File: config.mk
export PLATFORM = sky130hd
export DESIGN_NAME = sampstream_framer_flat
export DESIGN_NICKNAME = d
export VERILOG_FILES = /design/src/rtl/sampstream_framer_if.sv /design/src/rtl/sampstream_framer.sv /design/src/flat_wrapper.sv
export SDC_FILE = /design/constraint.sdc
export NUM_CORES = 1
export LEC_CHECK = 0
export ABC_CLOCK_PERIOD_IN_PS = 6200
export BUFFER_PORTS_ARGS = -buffer_cell sky130_fd_sc_hd__buf_2
export CAP_MARGIN = 15
export CORE_AREA = 4 4 102 95
export CTS_CLUSTER_SIZE = 24
export DETAILED_ROUTE_END_ITERATION = 16
export DIE_AREA = 0 0 106 99
export HOLD_SLACK_MARGIN = 0.1
export PLACE_DENSITY = 0.83
export SYNTH_ARGS = -nofsm -noshare
export SYNTH_HDL_FRONTEND = slang
export SYNTH_SLANG_ARGS = --single-unit
File: constraint.sdc
create_clock -name clk -period 6.2 [get_ports clk]
set_clock_uncertainty 0.15 [all_clocks]
set_input_delay 0.31 -clock clk [delete_from_list [all_inputs] [get_ports clk]]
set_output_delay 0.31 -clock clk [all_outputs]
set_load 0.005 [all_outputs]
File: src/rtl/sampstream_framer_if.sv
// Sample-stream pull handshake plus the valid/ready byte stream toward the host.
// master = framer side, slave = upstream queue / host transmit side.
interface sampstream_framer_if;
    logic [31:0] samp_stream_data;
    logic [7:0]  samp_stream_count;
    logic        samp_stream_avail;
    logic        samp_stream_pull;
    logic [7:0]  tx_data;
    logic        tx_valid;
    logic        tx_ready;

    modport master (
        input  samp_stream_data, samp_stream_count, samp_stream_avail, tx_ready,
        output samp_stream_pull, tx_data, tx_valid
    );

    modport slave (
        output samp_stream_data, samp_stream_count, samp_stream_avail, tx_ready,
        input  samp_stream_pull, tx_data, tx_valid
    );
endinterface

File: src/rtl/sampstream_framer.sv
// Wraps sample bursts into A5/seq/n/payload/checksum byte packets; 1st byte the cycle after start, 5+5n cycles per packet.
// tx_ready low holds tx_data/tx_valid stable; samples are pulled only as payload space is reached.
module sampstream_framer #(
    parameter int MAX_BURST = 64,
    parameter int SETTLE    = 2
) (
    input  logic                       clk,
    input  logic                       rst,
    input  logic                       enable,
    sampstream_framer_if.master        stream,
    output logic                       busy,
    output logic [31:0]                sample_total
);
    localparam logic [7:0] MAX_B    = 8'(MAX_BURST);
    localparam logic [3:0] SETTLE_W = 4'(SETTLE);

    typedef enum logic [2:0] {IDLE, HDR, LOAD, DATA, CSUM} state_t;

    state_t      state, state_nxt;
    logic [1:0]  idx;
    logic [7:0]  n;
    logic [7:0]  remaining;
    logic [7:0]  seq;
    logic [7:0]  sum;
    logic [31:0] shreg;
    logic [3:0]  settle;
    logic        pull_q;
    logic        xfer;
    logic        start;
    logic        load_go;

    assign xfer    = stream.tx_valid && stream.tx_ready;
    assign start   = (state == IDLE) && enable && stream.samp_stream_avail &&
                     (stream.samp_stream_count != 8'd0) && (settle == 4'd0);
    assign load_go = (state == LOAD) && (settle == 4'd0) && stream.samp_stream_avail;

    assign busy                    = (state != IDLE);
    assign stream.samp_stream_pull = pull_q;

    always_ff @(posedge clk) begin
        if (rst) state <= IDLE;
        else     state <= state_nxt;
    end

    always_comb begin
        state_nxt       = state;
        stream.tx_valid = 1'b0;
        stream.tx_data  = 8'h00;
        case (state)
            IDLE: if (start) state_nxt = HDR;
            HDR: begin
                stream.tx_valid = 1'b1;
                case (idx)
                    2'd0:    stream.tx_data = 8'hA5;
                    2'd1:    stream.tx_data = seq;
                    default: stream.tx_data = n;
                endcase
                if (xfer && idx == 2'd2) state_nxt = LOAD;
            end
            LOAD: if (load_go) state_nxt = DATA;
            DATA: begin
                stream.tx_valid = 1'b1;
                stream.tx_data  = shreg[7:0];
                if (xfer && idx == 2'd3)
                    state_nxt = (remaining == 8'd1) ? CSUM : LOAD;
            end
            CSUM: begin
                stream.tx_valid = 1'b1;
                stream.tx_data  = sum;
                if (xfer) state_nxt = IDLE;
            end
            default: state_nxt = IDLE;
        endcase
    end

    always_ff @(posedge clk) begin
        if (rst) begin
            idx          <= 2'd0;
            n            <= 8'd0;
            remaining    <= 8'd0;
            seq          <= 8'd0;
            sum          <= 8'd0;
            shreg        <= 32'd0;
            settle       <= 4'd0;
            pull_q       <= 1'b0;
            sample_total <= 32'd0;
        end else begin
            pull_q <= load_go;
            // settle restarts on the pull edge so avail/data/count are ignored while upstream updates
            if (load_go)             settle <= SETTLE_W;
            else if (settle != 4'd0) settle <= settle - 4'd1;

            if (start) begin
                n         <= (stream.samp_stream_count > MAX_B) ? MAX_B : stream.samp_stream_count;
                remaining <= (stream.samp_stream_count > MAX_B) ? MAX_B : stream.samp_stream_count;
                sum       <= 8'd0;
                idx       <= 2'd0;
            end

            if (xfer) begin
                if (!(state == HDR && idx == 2'd0))
                    sum <= sum + stream.tx_data;
                idx <= (state == HDR && idx == 2'd2) ? 2'd0 : idx + 2'd1;
                if (state == DATA) begin
                    shreg <= {8'h00, shreg[31:8]};
                    if (idx == 2'd3) remaining <= remaining - 8'd1;
                end
                if (state == CSUM) seq <= seq + 8'd1;
            end

            if (load_go) begin
                shreg        <= stream.samp_stream_data;
                sample_total <= sample_total + 32'd1;
                idx          <= 2'd0;
            end
        end
    end
endmodule

File: src/flat_wrapper.sv
// flat-port wrapper written by rule: the top's interface ports become plain ports
module sampstream_framer_flat 
#(
    parameter int MAX_BURST = 64,
    parameter int SETTLE    = 2
)
  (clk, rst, enable, busy, sample_total, stream_samp_stream_data, stream_samp_stream_count, stream_samp_stream_avail, stream_tx_ready, stream_samp_stream_pull, stream_tx_data, stream_tx_valid);
  sampstream_framer_if stream_i ();
  input  logic clk;
  input  logic rst;
  input  logic enable;
  output logic busy;
  output logic [31:0] sample_total;
  input wire logic [$bits(stream_i.samp_stream_data)-1:0] stream_samp_stream_data;
  input wire logic [$bits(stream_i.samp_stream_count)-1:0] stream_samp_stream_count;
  input wire logic [$bits(stream_i.samp_stream_avail)-1:0] stream_samp_stream_avail;
  input wire logic [$bits(stream_i.tx_ready)-1:0] stream_tx_ready;
  output wire logic [$bits(stream_i.samp_stream_pull)-1:0] stream_samp_stream_pull;
  output wire logic [$bits(stream_i.tx_data)-1:0] stream_tx_data;
  output wire logic [$bits(stream_i.tx_valid)-1:0] stream_tx_valid;
  assign stream_i.samp_stream_data = stream_samp_stream_data;
  assign stream_i.samp_stream_count = stream_samp_stream_count;
  assign stream_i.samp_stream_avail = stream_samp_stream_avail;
  assign stream_i.tx_ready = stream_tx_ready;
  assign stream_samp_stream_pull = stream_i.samp_stream_pull;
  assign stream_tx_data = stream_i.tx_data;
  assign stream_tx_valid = stream_i.tx_valid;
  sampstream_framer #(.MAX_BURST(MAX_BURST), .SETTLE(SETTLE)) u_core (.clk(clk), .rst(rst), .enable(enable), .stream(stream_i), .busy(busy), .sample_total(sample_total));
endmodule
# == Yosys cells after proc, flatten, opt, wreduce, memory -nomap -nowiden ==
# Index checks and enable logic that the tools add are counted.
# classes
reduce_logical,26
n_eq_ne,13
div_mod_pow,0
n_mux,26
n_lt_le_gt_ge,1
addsub,6
mul,0
shifts,0
bitwise,0
# ops
op,count
32-bit 2-to-1 mux,3
8-bit 2-to-1 mux,8
32-bit by 1-bit adder with 32-bit output (second input constant),1
8-bit one-hot mux with 3 select lines,1
3-bit 2-to-1 mux,6
8-bit one-hot mux with 2 select lines,1
3-bit one-hot mux with 5 select lines,1
1-bit logical AND,11
2-bit 2-to-1 mux,5
2-bit by 1-bit != test with 1-bit output (second input constant),5
8-bit by 1-bit adder with 8-bit output (second input constant),1
8-bit adder,1
8-bit by 1-bit == test with 1-bit output (second input constant),1
8-bit by 7-bit > comparator with 1-bit output (second input constant),1
2-bit nonzero test,4
8-bit nonzero test,1
8-bit by 1-bit subtractor with 8-bit output (second input constant),1
3-bit by 2-bit == test with 1-bit output (second input constant),2
5-bit AND reduction,1
2-bit == test (second input constant),2
4-bit zero test,1
2-bit AND reduction,2
4-bit nonzero test,1
4-bit by 1-bit subtractor with 4-bit output (second input constant),1
10 further kinds,10
# totals
register_bits,106
memories,0
mem_bits_rw,0
out_inout_bits,43
latchBits,0
romBits,0

# == Depth between registers and ports, before layout ==
# depth
depth_word,9
depth_mapped,14
mapped_depth_nobuf,14

# == Worst setup path before layout ==
# Ideal clock, no wire load.
# synth_path
kind,flip-flop to flip-flop
startpoint,register u_core.idx[1]
endpoint,register u_core.sum[7]
slack_ns,3.306
arrival_time_ns,2.620
n_path_buf,2
synth_period_minus_slack_ns,2.894
setup_ns,0.123
path_stages_with_launch,13
cell_sequence,dfxtp_1 > clkbuf_1 > clkbuf_1 > o21ai_0 > a22oi_1 > o21ai_0 > ha_1 > a21oi_1 > nand2_1 > o211ai_1 > nand3_1 > a21oi_1 > mux2_1
# synth_between
elab_chain_cells,6
word_cells_on_any_way,8
# synth_lines
item,line,source
"start, declared",sampstream_framer.sv:20,logic [1:0] idx;
"start signal, assigned",sampstream_framer.sv:103,idx <= (state == HDR && idx == 2'd2) ? 2'd0 : idx + 2'd1;
2-bit by 1-bit == test with 1-bit output or 2-bit zero test (tied branches),sampstream_framer.sv:53,case (idx)
8-bit one-hot mux with 2 select lines (*),sampstream_framer.sv:53,
8-bit one-hot mux with 3 select lines (*),sampstream_framer.sv:49,case (state)
named net stream_tx_data[4],flat_wrapper.sv:19,output wire logic [$bits(stream_i.tx_data)-1:0] stream_tx_data;
8-bit adder (*),sampstream_framer.sv:102,sum <= sum + stream.tx_data;
8-bit 2-to-1 mux (*),sampstream_framer.sv:101,if (!(state == HDR && idx == 2'd0))
8-bit 2-to-1 mux (*),sampstream_framer.sv:100,if (xfer) begin
"end signal, assigned",sampstream_framer.sv:102,
"end, declared",sampstream_framer.sv:24,logic [7:0] sum;
# Mark *: on every way through the listed nets, which the timed path passes. The rest lies on a longest branch.
# A chain may end at the register's enable or synchronous reset.

# == Worst setup path after layout ==
# layout_path
startpoint,register u_core.state[1]
endpoint,register u_core.sample_total[31]
# layout_between
elab_chain_cells,3
# layout_lines
item,line,source
"start, declared",sampstream_framer.sv:19,"state_t state, state_nxt;"
"start signal, assigned",sampstream_framer.sv:42,else state <= state_nxt;
3-bit by 2-bit == test with 1-bit output,sampstream_framer.sv:35,assign load_go = (state == LOAD) && (settle == 4'd0) && stream.samp_stream_avail;
1-bit logical AND (2 in a row),sampstream_framer.sv:35,
"end signal, assigned",sampstream_framer.sv:113,sample_total <= sample_total + 32'd1;
"end, declared",sampstream_framer.sv:12,output logic [31:0] sample_total
# No other way between the ends.

==> results.py <==
metrics = {
    "synthesis": {
        "synthArstFlopShare_pct": 0,
        "avgSynthCellArea_um2": 8.17,
        "syn-num-nets": 675,
        "synth_edf_count": 0,
        "netlist_area_um2": 5050,
        "synth_cell_types": 54,
        "ys.flop_type": "dfxtp_1",
        "synthTopCellsByArea": "dfxtp_1 (42%), nor2_1 (6.1%), nand2_1 (5.6%)",
        "ys_seq_area_share_pct": 42.0,
        "synth_top_cell_by_area": "dfxtp_1",
        "synth_warnings": 0,
        "syn_inst": 618,
        "synth_top_area_share_pct": 42.0,
        "ys_seq_elements": 106,
    },
    "run": {
        "drv_cap": 0,
    },
    "min_path": {
        "min_from": "stream_samp_stream_count[6]",
        "hold_path_class": "input port to flip-flop",
        "worstHoldEndpoint": "u_core.remaining[3]$_SDFF_PP0_",
        "hold_depth": 4,
    },
    "detailed_routing": {
        "routed_via_density": 5.87,
        "drt-initial-drc-count": 444,
        "vias": 4939,
        "drc": 0,
        "drtAntennaViolNets": 0,
        "wire_per_inst_um": 15.9,
        "wl_mm": 13.4,
        "dr.pass1.iters": 6,
    },
    "floorplan": {
        "initial_core_util_pct": 59.5,
        "fp.dieH_um": 99,
        "io_pins": 88,
        "die_x_um": 106,
        "core_area_um2": 8490,
        "core.rowCount": 32,
        "die_area_um2": 10500,
    },
    "outcome": {
        "outcome": "complete, no violations",
    },
    "global_routing": {
        "grtUsageTotal_pct": 25.3,
        "grt_pass1_wl_mm": 21.9,
        "grt_max_degree": 109,
        "gr-total-overflow": 0,
        "antenna_found_initial": 0,
        "grt_pass1_vias": 4610,
    },
    "sta": {
        "setup_tns_ns": 0,
        "timing.final.max_slew_violations": 0,
        "post-route-period-util_pct": 55.7,
        "final.min_clock_period_ns": 3.45,
        "fin_ws_ns": 2.75,
        "fin_hold_ws_ns": 0.133,
        "hold_viol": 0,
        "rsz0062_at_grt": "no",
        "tightest_slew_ns": 1.07,
        "relSlewSlack_pct": 28.6,
        "setup_violations": 0,
        "max_freq_ghz": 0.290,
    },
    "placement": {
        "io_buffers": 87,
        "dpl_worst_slack_ns": 2.83,
        "detailed_place_hpwl_mm": 8.59,
        "gp_congestion": 0.922,
    },
    "cells_and_area": {
        "syn_to_final_growth_pct": 20.2,
        "fillCellCount": 696,
        "nNetsFinal": 776,
        "drive_gt1_share_pct": 15.8,
        "antennaDiodeCount": 0,
        "multi_input_area_um2": 2730,
        "fin_util_pct": 71.5,
        "seqCellArea_um2": 2120,
    },
    "worst_setup_path": {
        "crit_type": "flip-flop to flip-flop",
        "cp.required_ns": 6.35,
        "ff2ff_setup_slack_ns": 2.75,
        "end_kind": "flip-flop",
        "cp-start-kind": "flip-flop",
        "r2r-start": "u_core.state[1]$_SDFFE_PP0P_",
        "rr_worst_depth": 7,
        "worstReg2RegEnd": "u_core.sample_total[31]$_SDFFE_PP0P_",
        "arrival_ns": 3.60,
        "worstPathMaxFanout": 38,
    },
    "clock_network": {
        "clockBufferDepth": 2,
        "post_cts_buffers": 0,
        "cts_buffers": 9,
        "root_buffer": "clkbuf_8",
        "clock_latency_ns": 0.39,
        "clkTransAtPathRegs_ns": 0.10,
        "clock_sinks": 106,
        "cts_tree": "yes",
        "ctsHoldBuffers": 38,
        "cts-htree-levels": 3,
        "ctsResizeCount": 0,
    },
    "power_and_ir_drop": {
        "irDropWorstVdd_mv": 0.132,
        "p_leak_nw": 2.31,
        "power_density_nw_per_um2": 249,
    },
}
worst max-delay path: stages, from the launching register on:
cell,delay (ns)
dfxtp_1,0.76
nor3b_1,0.37
and3_1,0.20
buf_4,0.35
nand4_1,0.40
or3_1,0.55
or4_1,0.43
a21oi_1,0.15
cells by family after synthesis:
| logic type | share of synthesized area (%) |
|---|---|
| fa+ha+maj | 3.12 |
| xor+xnor | 5.38 |
| buf+inv | 3.87 |
| simple gates | 27.2 |
| flops | 42.0 |
| compound gates | 17.8 |
| mux | 0.620 |
per-stage QoR:
step	cells	instance area [um2]	power, W
final	842	6070	0.00151
after global routing	842	6070	0.00159
after CTS	842	6070	0.00151
after detailed placement	789	5500	0.00109
after global placement	789	5500	0.00108
after floorplan	618	5050	0.000998
sequential cells by signal (all words and copies together) (netlist names):
register,flops
u_core.sample_total,32
u_core.state,3
u_core.n,8
u_core.idx,2
u_core.settle,4
u_core.stream.samp_stream_pull,1
u_core.remaining,8
u_core.sum,8
u_core.seq,8
u_core.shreg,32
final cells by class:
class | count | area share, %
inverters | 14 | 0.866
well taps | 119 | 2.45
repair buffers | 126 | 13.6
clock inverters | 6 | 1.03
clock buffers | 9 | 2.04
flip-flops and latches | 106 | 35.0
multi-input cells | 462 | 45.0
metal layers:
layer | vias to the layer above | track usage [%] | wire, um
li1 | 2410 | - | -
met1 | 2309 | 33.0 | 5710
met2 | 203 | 42.4 | 6490
met3 | 17 | 6.42 | 1030
met4 | 0 | 5.58 | 157
met5 | - | 0 | 0
layout by cell type (no fill, tap or decap), types with 9 or more instances in the layout:
cell type,synthesis,final
a21oi_1,49,49
a222oi_1,16,16
a22oi_1,9,9
buf_2,3,86
clkbuf_8,0,9
dfxtp_1,106,106
dlygate4sd3_1,0,38
ha_1,11,11
inv_1,14,14
nand2_1,75,75
nand3_1,25,25
nand4_1,9,9
nor2_1,82,82
nor3_1,16,16
o21ai_0,29,29
or3_1,15,15
xnor2_1,13,13
xor2_1,18,18
where the power goes:
part | switching, W | internal [W]
sequential | 0.0000559 | 0.000724
combinational | 0.000187 | 0.000133
clock | 0.000257 | 0.000154
cell usage after synthesis, types with 5 or more instances:
library cell and n:
dfxtp_1 106, nor2_1 82, nand2_1 75, a21oi_1 49
clkbuf_1 32, o21ai_0 29, nand3_1 25, xor2_1 18
a222oi_1 16, nor3_1 16, or3_1 15, inv_1 14
xnor2_1 13, ha_1 11, a22oi_1 9, nand4_1 9
a211oi_1 6, nor3b_1 6, a311oi_1 5, and2_1 5
nor2b_1 5, o21a_1 5, or4_1 5
worst max-delay path by stage:
stage                                             from                                    to  depth (start not counted)
final                     u_core.state[1]$_SDFFE_PP0P_  u_core.sample_total[31]$_SDFFE_PP0P_                          7
after global routing      u_core.state[1]$_SDFFE_PP0P_  u_core.sample_total[31]$_SDFFE_PP0P_                          7
after CTS                 u_core.state[1]$_SDFFE_PP0P_  u_core.sample_total[31]$_SDFFE_PP0P_                          7
after detailed placement  u_core.state[1]$_SDFFE_PP0P_  u_core.sample_total[31]$_SDFFE_PP0P_                          7
after global placement    u_core.state[1]$_SDFFE_PP0P_  u_core.sample_total[31]$_SDFFE_PP0P_                          7
after floorplan             u_core.idx[1]$_SDFFE_PP0P_              u_core.sum[7]$_SDFF_PP0_                         12
(Power assumes the default switching activity.)
